$ cat config.mk
export PLATFORM = sky130hd
export DESIGN_NAME = l2_fill_ctrl
export DESIGN_NICKNAME = d
export VERILOG_FILES = /design/src/rtl/l2_fill_ctrl_pkg.sv /design/src/rtl/l2_line_assembler.sv /design/src/rtl/l2_fill_ctrl.sv
export SDC_FILE = /design/constraint.sdc
export NUM_CORES = 1
export LEC_CHECK = 0
export ABC_CLOCK_PERIOD_IN_PS = 5300
export BUFFER_PORTS_ARGS = -buffer_cell sky130_fd_sc_hd__buf_2
export CORE_AREA = 2 2 283 285
export DETAILED_ROUTE_END_ITERATION = 16
export DIE_AREA = 0 0 285 287
export PLACE_DENSITY_LB_ADDON = 0.25
export SYNTH_ARGS = -nofsm -noshare
export SYNTH_HDL_FRONTEND = slang
export SYNTH_HIERARCHICAL = 1
export SYNTH_SLANG_ARGS = --single-unit
$ cat constraint.sdc
create_clock -name clk -period 5.3 [get_ports clk]
set_input_delay 0.53 -clock clk [delete_from_list [all_inputs] [get_ports clk]]
set_output_delay 0.53 -clock clk [all_outputs]
set_load 0.03 [all_outputs]
$ cat src/rtl/l2_fill_ctrl_pkg.sv
// Shared definitions for the L2 instruction-line refill engine:
// fill state encodings, line geometry and access-type codes.
package l2_fill_ctrl_pkg;

  localparam int L2_LINE_W = 512;
  localparam int L2_BEAT_W = 128;

  localparam logic RW_READ  = 1'b0;
  localparam logic RW_WRITE = 1'b1;

  localparam logic ENABLE  = 1'b1;
  localparam logic DISABLE = 1'b0;

  typedef enum logic [2:0] {
    F_IDLE  = 3'd0,
    F_REQ   = 3'd1,
    F_RECV  = 3'd2,
    F_WRITE = 3'd3,
    F_DONE  = 3'd4,
    F_HOLD  = 3'd5
  } fill_state_e;

  function automatic logic [7:0] sat_inc8(input logic [7:0] v);
    logic [7:0] r;
    if (v == 8'hFF) begin
      r = v;
    end else begin
      r = v + 8'd1;
    end
    return r;
  endfunction

endpackage

$ cat src/rtl/l2_line_assembler.sv
// Beat counter plus line register: each valid beat lands in the next
// BEAT_W-wide slot, beat 0 in the least significant bits.
module l2_line_assembler
  import l2_fill_ctrl_pkg::*;
#(
  parameter int BEATS  = L2_LINE_W / L2_BEAT_W,
  parameter int BEAT_W = L2_BEAT_W
) (
  input  logic                    clk,
  input  logic                    rst,
  input  logic                    clear,
  input  logic                    beat_valid,
  input  logic [BEAT_W-1:0]       beat_data,
  output logic                    last_beat,
  output logic [BEATS*BEAT_W-1:0] line
);

  localparam int BW = (BEATS > 1) ? $clog2(BEATS) : 1;

  logic [BW-1:0]           beat_r;
  logic [BEATS*BEAT_W-1:0] line_r;

  // Beat slot pointer and line storage; clear restarts the slot pointer only
  always_ff @(posedge clk) begin
    if (rst) begin
      beat_r <= '0;
      line_r <= '0;
    end else if (clear) begin
      beat_r <= '0;
    end else if (beat_valid) begin
      line_r[beat_r*BEAT_W +: BEAT_W] <= beat_data;
      beat_r                          <= beat_r + BW'(1);
    end
  end

  assign last_beat = (beat_r == BW'(BEATS - 1));
  assign line      = line_r;

endmodule

$ cat src/rtl/l2_fill_ctrl.sv
// L2 instruction-line refill engine: requests a line from memory, assembles
// the beats, writes the line into the L2 way and signals completion.
module l2_fill_ctrl
  import l2_fill_ctrl_pkg::*;
#(
  parameter int BEATS   = L2_LINE_W / L2_BEAT_W,
  parameter int BEAT_W  = L2_BEAT_W,
  parameter int TIMEOUT = 64,
  parameter int CNT_W   = 8
) (
  input  logic                    clk,
  input  logic                    rst,
  input  logic                    miss_req,
  input  logic                    mem_rw,
  input  logic [25:0]             mem_addr,
  output logic                    bus_req,
  output logic [31:0]             bus_addr,
  input  logic                    bus_gnt,
  input  logic                    bus_rvalid,
  input  logic [BEAT_W-1:0]       bus_rd_data,
  output logic [BEATS*BEAT_W-1:0] line_wd,
  output logic                    line_we,
  output logic                    L2_complete,
  output logic                    fill_busy,
  output logic [7:0]              retry_cnt
);

  localparam logic [CNT_W-1:0] TMO_LAST = CNT_W'(TIMEOUT - 1);

  fill_state_e      state_r;
  logic [25:0]      line_addr_r;
  logic [CNT_W-1:0] tmo_r;
  logic             beat_valid_s;
  logic             clear_s;
  logic             last_beat_s;

  assign beat_valid_s = (state_r == F_RECV) && bus_rvalid;

  // Restart the beat slot pointer on every grant and on every timeout refetch
  always_comb begin
    clear_s = 1'b0;
    case (state_r)
      F_REQ: begin
        if (bus_gnt) begin
          clear_s = 1'b1;
        end else begin
          clear_s = 1'b0;
        end
      end
      F_RECV: begin
        if (!bus_rvalid && (tmo_r == TMO_LAST)) begin
          clear_s = 1'b1;
        end else begin
          clear_s = 1'b0;
        end
      end
      default: clear_s = 1'b0;
    endcase
  end

  l2_line_assembler #(
    .BEATS  (BEATS),
    .BEAT_W (BEAT_W)
  ) u_asm (
    .clk        (clk),
    .rst        (rst),
    .clear      (clear_s),
    .beat_valid (beat_valid_s),
    .beat_data  (bus_rd_data),
    .last_beat  (last_beat_s),
    .line       (line_wd)
  );

  // Fill sequencing with registered outputs, beat timeout and retry tracking
  always_ff @(posedge clk) begin
    if (rst) begin
      state_r     <= F_IDLE;
      line_addr_r <= 26'd0;
      tmo_r       <= '0;
      bus_req     <= 1'b0;
      bus_addr    <= 32'd0;
      line_we     <= 1'b0;
      L2_complete <= 1'b0;
      fill_busy   <= 1'b0;
      retry_cnt   <= 8'd0;
    end else begin
      case (state_r)
        F_IDLE: begin
          if (miss_req && (mem_rw == RW_READ)) begin
            line_addr_r <= mem_addr;
            bus_addr    <= {mem_addr, 6'b000000};
            bus_req     <= 1'b1;
            fill_busy   <= 1'b1;
            state_r     <= F_REQ;
          end
        end
        F_REQ: begin
          if (bus_gnt) begin
            bus_req <= 1'b0;
            tmo_r   <= '0;
            state_r <= F_RECV;
          end
        end
        F_RECV: begin
          // A beat on the terminal-count cycle wins over the timeout
          if (bus_rvalid) begin
            tmo_r <= '0;
            if (last_beat_s) begin
              line_we <= 1'b1;
              state_r <= F_WRITE;
            end
          end else if (tmo_r == TMO_LAST) begin
            tmo_r     <= '0;
            retry_cnt <= sat_inc8(retry_cnt);
            bus_req   <= 1'b1;
            bus_addr  <= {line_addr_r, 6'b000000};
            state_r   <= F_REQ;
          end else begin
            tmo_r <= tmo_r + CNT_W'(1);
          end
        end
        F_WRITE: begin
          line_we     <= 1'b0;
          L2_complete <= 1'b1;
          state_r     <= F_DONE;
        end
        F_DONE: begin
          L2_complete <= 1'b0;
          state_r     <= F_HOLD;
        end
        F_HOLD: begin
          if (!miss_req) begin
            fill_busy <= 1'b0;
            state_r   <= F_IDLE;
          end
        end
        default: begin
          state_r     <= F_IDLE;
          bus_req     <= 1'b0;
          line_we     <= 1'b0;
          L2_complete <= 1'b0;
          fill_busy   <= 1'b0;
        end
      endcase
    end
  end

endmodule

==> flow_summary.json, run 1 <==
{
  "root_buffer": "clkbuf_16",
  "tns_ns": 0,
  "avgViaCountPerCell": 4.97,
  "swShare_pct": 25.8,
  "grt_pass1_vias": 18000,
  "ys.flop_type": "dfxtp_1",
  "routedWlPerCell_um": 22.0,
  "die_area_um2": 81800,
  "areaGrowthSynthToFinish_pct": 31.6,
  "seq_power_share_pct": 45.4,
  "drive_gt1_share_pct": 31.1,
  "comb_power_share_pct": 7.7,
  "hold_slack_ns": 0.184,
  "p_int_mw": 7.43,
  "post_cts_buffers": 0,
  "yosysWarnings": 6,
  "tightest_slew_ns": 1.17,
  "cellPowerDensity_nw_per_um2": 370,
  "vias": 19100,
  "gp_congestion": 0.789,
  "rows": 103,
  "drv_slew": 0,
  "final_core_util_pct": 34.5,
  "core_um2": 78600,
  "maxCapViolations": 0,
  "hold_violations": 0,
  "synthTopCellsByCount": "dfxtp_1 (589), nand2_1 (347), a21oi_1 (272)",
  "post_dp_cell_area_um2": 24800,
  "grt_max_degree": 129,
  "syn_area_per_cell_um2": 9.58,
  "yosysTopAreaCellShare_pct": 57.3,
  "path_class": "reg -> reg",
  "first_iter_violations": 1295,
  "start_util_pct": 26.2,
  "async_reset_ff_share_pct": 0,
  "filler_cell_count": 8291,
  "cts_tree": "yes",
  "ctsHoldBuffers": 0,
  "leakagePower_nw": 11.5,
  "power.share.clock_pct": 47.0,
  "hp-start": "bus_rd_data[40]",
  "hold_depth": 2,
  "dr.pass1.iters": 5,
  "design_area_um2": 27100,
  "grt_most_used_layer": "met2",
  "numCtsBuffers": 69,
  "antenna_found_initial": 2,
  "die_w_um": 285,
  "antenna_left": 0,
  "netlist_area_um2": 20600,
  "synth-seq-cells": 589,
  "overflow": 0,
  "clock_sink_count": 589,
  "instances_no_fill": 3845,
  "h-tree-depth": 3,
  "clk_pin_slew_ns": 0.06,
  "grt_pass1_wl_um": 123000,
  "synth_area_leader_cell": "dfxtp_1",
  "multi_input_area_um2": 7840,
  "clock_skew_ns": 0.0286,
  "post-synth-top-count-cell": "dfxtp_1",
  "global_route.usage.total_pct": 19.5,
  "min_to": "u_asm/line[168]$_SDFFE_PP0P_",
  "port_buffers": 709,
  "wl_um": 84400,
  "seqCellArea_um2": 11800,
  "fmax_mhz": 254,
  "drc": 0,
  "min_path_type": "in -> reg",
  "synthesis.instances": 2150,
  "worstReg2RegStart": "state_r[0]$_SDFFE_PP0P_",
  "die_h_um": 287,
  "cp-end-kind": "register",
  "min_period_over_period_pct": 74.3,
  "cts_buffer_depth": 3,
  "final_nets": 2911,
  "post_cts_resize_count": 0,
  "rrSetupSlack_ns": 1.36,
  "placedCellCount": 3722,
  "grtUsageMet1_pct": 24.6,
  "grtUsageMet2_pct": 32.3,
  "ios": 716,
  "startpoint_type": "register",
  "crit_required_ns": 5.83,
  "synth_edf_count": 0,
  "grt_setup_unrepaired": "false",
  "synth.distinct_cells": 55,
  "setup_viol": 0,
  "period_needed_ns": 3.94,
  "r2r_cells": 7,
  "ir_drop_mv": 0.250,
  "worstSkewPairLatency_ns": 0.60,
  "synth-seq-area-share_pct": 57.3,
  "switchingPower_mw": 2.59,
  "cp_data_arrival_time_ns": 4.47,
  "grtUsageMet3_pct": 4.96,
  "status": "completed",
  "dp_hpwl_um": 55500,
  "crit_fanout": 64,
  "r2r-end": "u_asm/line[312]$_SDFFE_PP0P_",
  "yosys-top-cells-area": "dfxtp_1 (57%), a21oi_1 (6.6%), nand2_1 (6.3%)",
  "relSlewSlack_pct": 21.5
}
[area by class of cell]
type	count	area share [%]
repair buffers	741	14.2
clock buffers	100	7.54
diodes	2	0.0185
flip-flops and latches	589	43.5
inverters	10	0.148
clock inverters	21	0.785
multi-input cells	1332	28.9
well taps	1050	4.85
[stage by stage]
| stage | worst slack, ns | total power, mW |
|---|---|---|
| after floorplan | 2.24 | 5.07 |
| after global placement | 1.41 | 5.42 |
| after detailed placement | 1.39 | 5.42 |
| after CTS | 1.36 | 10.1 |
| after global routing | 1.00 | 10.4 |
| final | 1.36 | 10.0 |
[worst max-delay path: stages, from the launching register on]
cell and delay [ns]:
dfxtp_1 0.61, or3b_1 0.39, or4_1 0.48, nand2_1 0.33, and3b_4 0.78, buf_4 0.81
nand3_1 0.18, a21oi_1 0.18
[logic make-up (layout without fill, tap and decap cells)]
logic type | count (synthesis) | after routing | synth area share (%)
buffers and inverters | 234 | 872 | 5.05
adders and majority gates | 8 | 8 | 0.486
AOI/OAI and AO/OA | 608 | 608 | 21.5
xor gates and xnor gates | 8 | 8 | 0.340
and+or+nand+nor | 701 | 701 | 15.3
other | 1 | 8 | 0.0182
DFF | 589 | 589 | 57.3
muxes | 1 | 1 | 0.0547
[power groups by stage]
stage                     logic (mW)  clock network, mW  registers, mW
after detailed placement       0.773                  0           4.64
after global routing           0.823               5.01           4.55
after floorplan                0.326                  0           4.75
after CTS                      0.774               4.83           4.55
after global placement         0.776                  0           4.64
final                          0.767               4.70           4.55
[worst max path at each step]
stage / depth (start not counted) / to / slack [ns] / startpoint
after detailed placement: 7 / u_asm/line[312]$_SDFFE_PP0P_ / 1.39 / state_r[0]$_SDFFE_PP0P_
after floorplan: 12 / u_asm/line[136]$_SDFFE_PP0P_ / 2.24 / tmo_r[0]$_SDFFE_PP0P_
final: 7 / u_asm/line[312]$_SDFFE_PP0P_ / 1.36 / state_r[0]$_SDFFE_PP0P_
after global routing: 7 / u_asm/line[256]$_SDFFE_PP0P_ / 1.00 / state_r[0]$_SDFFE_PP0P_
after CTS: 7 / u_asm/line[312]$_SDFFE_PP0P_ / 1.36 / state_r[0]$_SDFFE_PP0P_
after global placement: 7 / u_asm/line[327]$_SDFFE_PP0P_ / 1.41 / state_r[0]$_SDFFE_PP0P_
[state kept, by name, indices dropped and copies added, names as in the netlist]
register	flops
L2_complete	1
bus_addr	26
bus_req	1
fill_busy	1
line_addr_r	26
line_we	1
retry_cnt	8
state_r	3
tmo_r	8
u_asm/beat_r	2
u_asm/line	512
[cell usage in the layout (no fill, tap or decap), types with 6 or more instances in the layout]
cell       count
buf_2        708
dfxtp_1      589
nand2_1      347
a21oi_1      272
nand3_1      239
a32o_1       128
a22o_1       124
clkbuf_16     69
nor2_1        43
nor3_1        29
a311oi_1      27
buf_4         27
a32oi_1       26
clkbuf_8      20
clkbuf_1      11
clkinv_2      10
inv_1          9
a211oi_1       8
ha_1           8
xnor2_1        7
conb_1         6
[routing by layer]
layer | vias up | share of wire, %
met1 | 9325 | 42
li1 | 8974 | -
met4 | 0 | 2.7
met3 | 114 | 7.8
met2 | 714 | 48
met5 | - | 0
Power figures use the tool's default switching activity.
==> inputs of run 2 (changes only) <==
ABC_AREA = 1   (was default)
ABC_CLOCK_PERIOD_IN_PS = 3300   (was 5300)
CORE_AREA = 2 2 275 277   (was 2 2 283 285)
DIE_AREA = 0 0 277 279   (was 0 0 285 287)
clock period = 3.3 ns   (was 5.3 ns; I/O delays follow)
==> flow_summary.json, run 2 <==
{
  "final_common_cell": "nand2_1",
  "tightest_slew_ns": 1.04,
  "grt_pass1_vias": 22500,
  "clock_skew_ns": 0.0219,
  "min_period_over_period_pct": 76.7,
  "synth.distinct_cells": 41,
  "drv_slew": 0,
  "period_needed_ns": 2.53,
  "yosysTopAreaCellShare_pct": 50.5,
  "tns_ns": 0,
  "start_util_pct": 31.5,
  "instances_no_fill": 4801,
  "h-tree-depth": 3,
  "first_iter_violations": 1672,
  "die_area_um2": 77300,
  "ios": 716,
  "dp_hpwl_um": 64500,
  "synthTopCellsByCount": "nand2_1 (936), dfxtp_1 (589), a21oi_1 (437)",
  "comb_power_share_pct": 17.9,
  "synthesis.instances": 3123,
  "drc": 0,
  "avgViaCountPerCell": 4.96,
  "vias": 23800,
  "crit_required_ns": 3.78,
  "pre_cts_ws_ns": 0.778,
  "synth_area_leader_cell": "dfxtp_1",
  "core_um2": 74100,
  "crit_fanout": 101,
  "root_buffer": "clkbuf_16",
  "relSlewSlack_pct": 30.4,
  "ir_drop_mv": 0.374,
  "critPathMaxStageDelay_ns": 0.35,
  "cp_data_arrival_time_ns": 3.01,
  "post-synth-top-count-cell": "nand2_1",
  "final_cell_mix": "nand2_1 (935), buf_2 (708), dfxtp_1 (588), a21oi_1 (437), nor2_1 (223)",
  "cp-end-kind": "register",
  "numCtsBuffers": 70,
  "gp_congestion": 0.856,
  "min_path_type": "in -> reg",
  "path_class": "reg -> reg",
  "synth_edf_count": 0,
  "hold_violations": 0,
  "die_h_um": 279,
  "switchingPower_mw": 5.91,
  "seq_power_share_pct": 39.6,
  "async_reset_ff_share_pct": 0,
  "synth-seq-cells": 589,
  "startpoint_type": "register",
  "worstPathCellList": "ha_1 -> nand2_2 -> nor3_4 -> nand3_4 -> nand2_1 -> inv_2 -> nand3_4 -> inv_2 -> buf_12 -> o21ai_0 -> nor2_1",
  "antenna_left": 0,
  "grt_setup_unrepaired": "false",
  "global_route.usage.total_pct": 24.1,
  "synth-seq-area-share_pct": 50.5,
  "netlist_area_um2": 23300,
  "power.share.clock_pct": 42.5,
  "yosysWarnings": 6,
  "setup_viol": 0,
  "finalWorstSetupSlack_ns": 0.768,
  "grt_pass1_wl_um": 145000,
  "cts_tree": "yes",
  "swShare_pct": 31.0,
  "fmax_mhz": 395,
  "antenna_found_initial": 2,
  "ys.flop_type": "dfxtp_1",
  "areaGrowthSynthToFinish_pct": 31.9,
  "placedCellCount": 4586,
  "slowest_stage": "dfxtp_1",
  "status": "completed",
  "maxCapViolations": 0,
  "rows": 100,
  "largest_reg_flops": 512,
  "dr.pass1.iters": 5,
  "clk_pin_slew_ns": 0.06,
  "yosys-top-cells-area": "dfxtp_1 (51%), nand2_1 (15%), a21oi_1 (9.4%)",
  "routedWlPerCell_um": 20.2,
  "leakagePower_nw": 14.0,
  "port_buffers": 709,
  "syn_area_per_cell_um2": 7.47,
  "worstSkewPairLatency_ns": 0.62,
  "final_nets": 3946,
  "overflow": 0,
  "drive_gt1_share_pct": 24.1,
  "grt_max_degree": 168,
  "cellPowerDensity_nw_per_um2": 620,
  "clock_sink_count": 589,
  "die_w_um": 277,
  "cts_buffer_depth": 3,
  "wl_um": 97200,
  "p_int_mw": 13.2
}
-- run 2: layer usage --
layer | share of wire (%) | vias to the layer above | track usage [%]
li1 | - | 11500 | -
met1 | 41 | 11200 | 30.0
met2 | 47 | 972 | 39.8
met3 | 7.5 | 208 | 5.18
met4 | 4.4 | 0 | 11.2
met5 | 0 | - | 0
-- run 2: worst paths after layout --
path	from	endpoint	slack [ns]	cells past startpoint
worst max-delay path	tmo_r[1]$_SDFFE_PP0P_	u_asm/line[288]$_SDFFE_PP0P_	0.77	11
worst min-delay path	bus_rd_data[126]	u_asm/line[126]$_SDFFE_PP0P_	0.04	3
worst max register to register	tmo_r[1]$_SDFFE_PP0P_	u_asm/line[288]$_SDFFE_PP0P_	0.77	11
worst min register to register	line_addr_r[19]$_SDFFE_PP0P_	line_addr_r[19]$_SDFFE_PP0P_	0.45	2
-- run 2: timing repair --
action                                 CTS  global route
buffers inserted                         0             0
hold buffers                            89             0
gates resized for setup                  0             0
endpoints found under the hold margin  124             0
setup endpoints to repair                0             0
-- run 2: cells by family (layout without fill, tap and decap cells) --
family	count (synthesis)	in the layout	synth area share (%)
xor gates and xnor gates	5	5	0.188
other	1	8	0.0161
adders and majority gates	8	8	0.429
and+or+nand+nor	1359	1359	24.3
buffers and inverters	452	1154	8.71
DFF	589	589	50.5
AOI/OAI and AO/OA	709	709	15.8
-- run 2: power by group through the flow --
stage               Combinational, mW  Clock, mW  Sequential (mW)
finish                           3.41       8.10             7.56
global route                     3.67       8.59             7.59
CTS                              3.39       8.30             7.55
detailed placement               3.30          0             7.71
global placement                 3.30          0             7.70
floorplan                        1.75          0             8.08
-- run 2: final cells by class --
class	count	area [um2]
repair buffers	842	5070
fillers	7814	43300
flip-flops and latches	589	11800
inverters	188	719
clock buffers	96	1980
clock inverters	28	412
well taps	969	1210
diodes	2	5.00
multi-input cells	2087	9590
-- run 2: worst max-delay path: cells and delay by family, from the launching register on --
kind,cells,cell delay (ns)
buffers and inverters,3,0.37
adders and majority gates,1,0.23
and+or+nand+nor,6,0.95
DFF,1,0.35
AOI/OAI and AO/OA,1,0.33
-- run 2: metrics by stage --
stage	area (um2)	power [mW]	hold WS, ns	util (%)
5_1_grt	30800	19.8	0.0178	41.6
6_report	30800	19.1	0.0412	41.6
3_5_place_dp	27500	11.0	0.443	37.1
2_1_floorplan	23400	9.84	0.399	-
3_3_place_gp	27500	11.0	0.438	37.1
4_1_cts	30800	19.3	0.000535	41.6
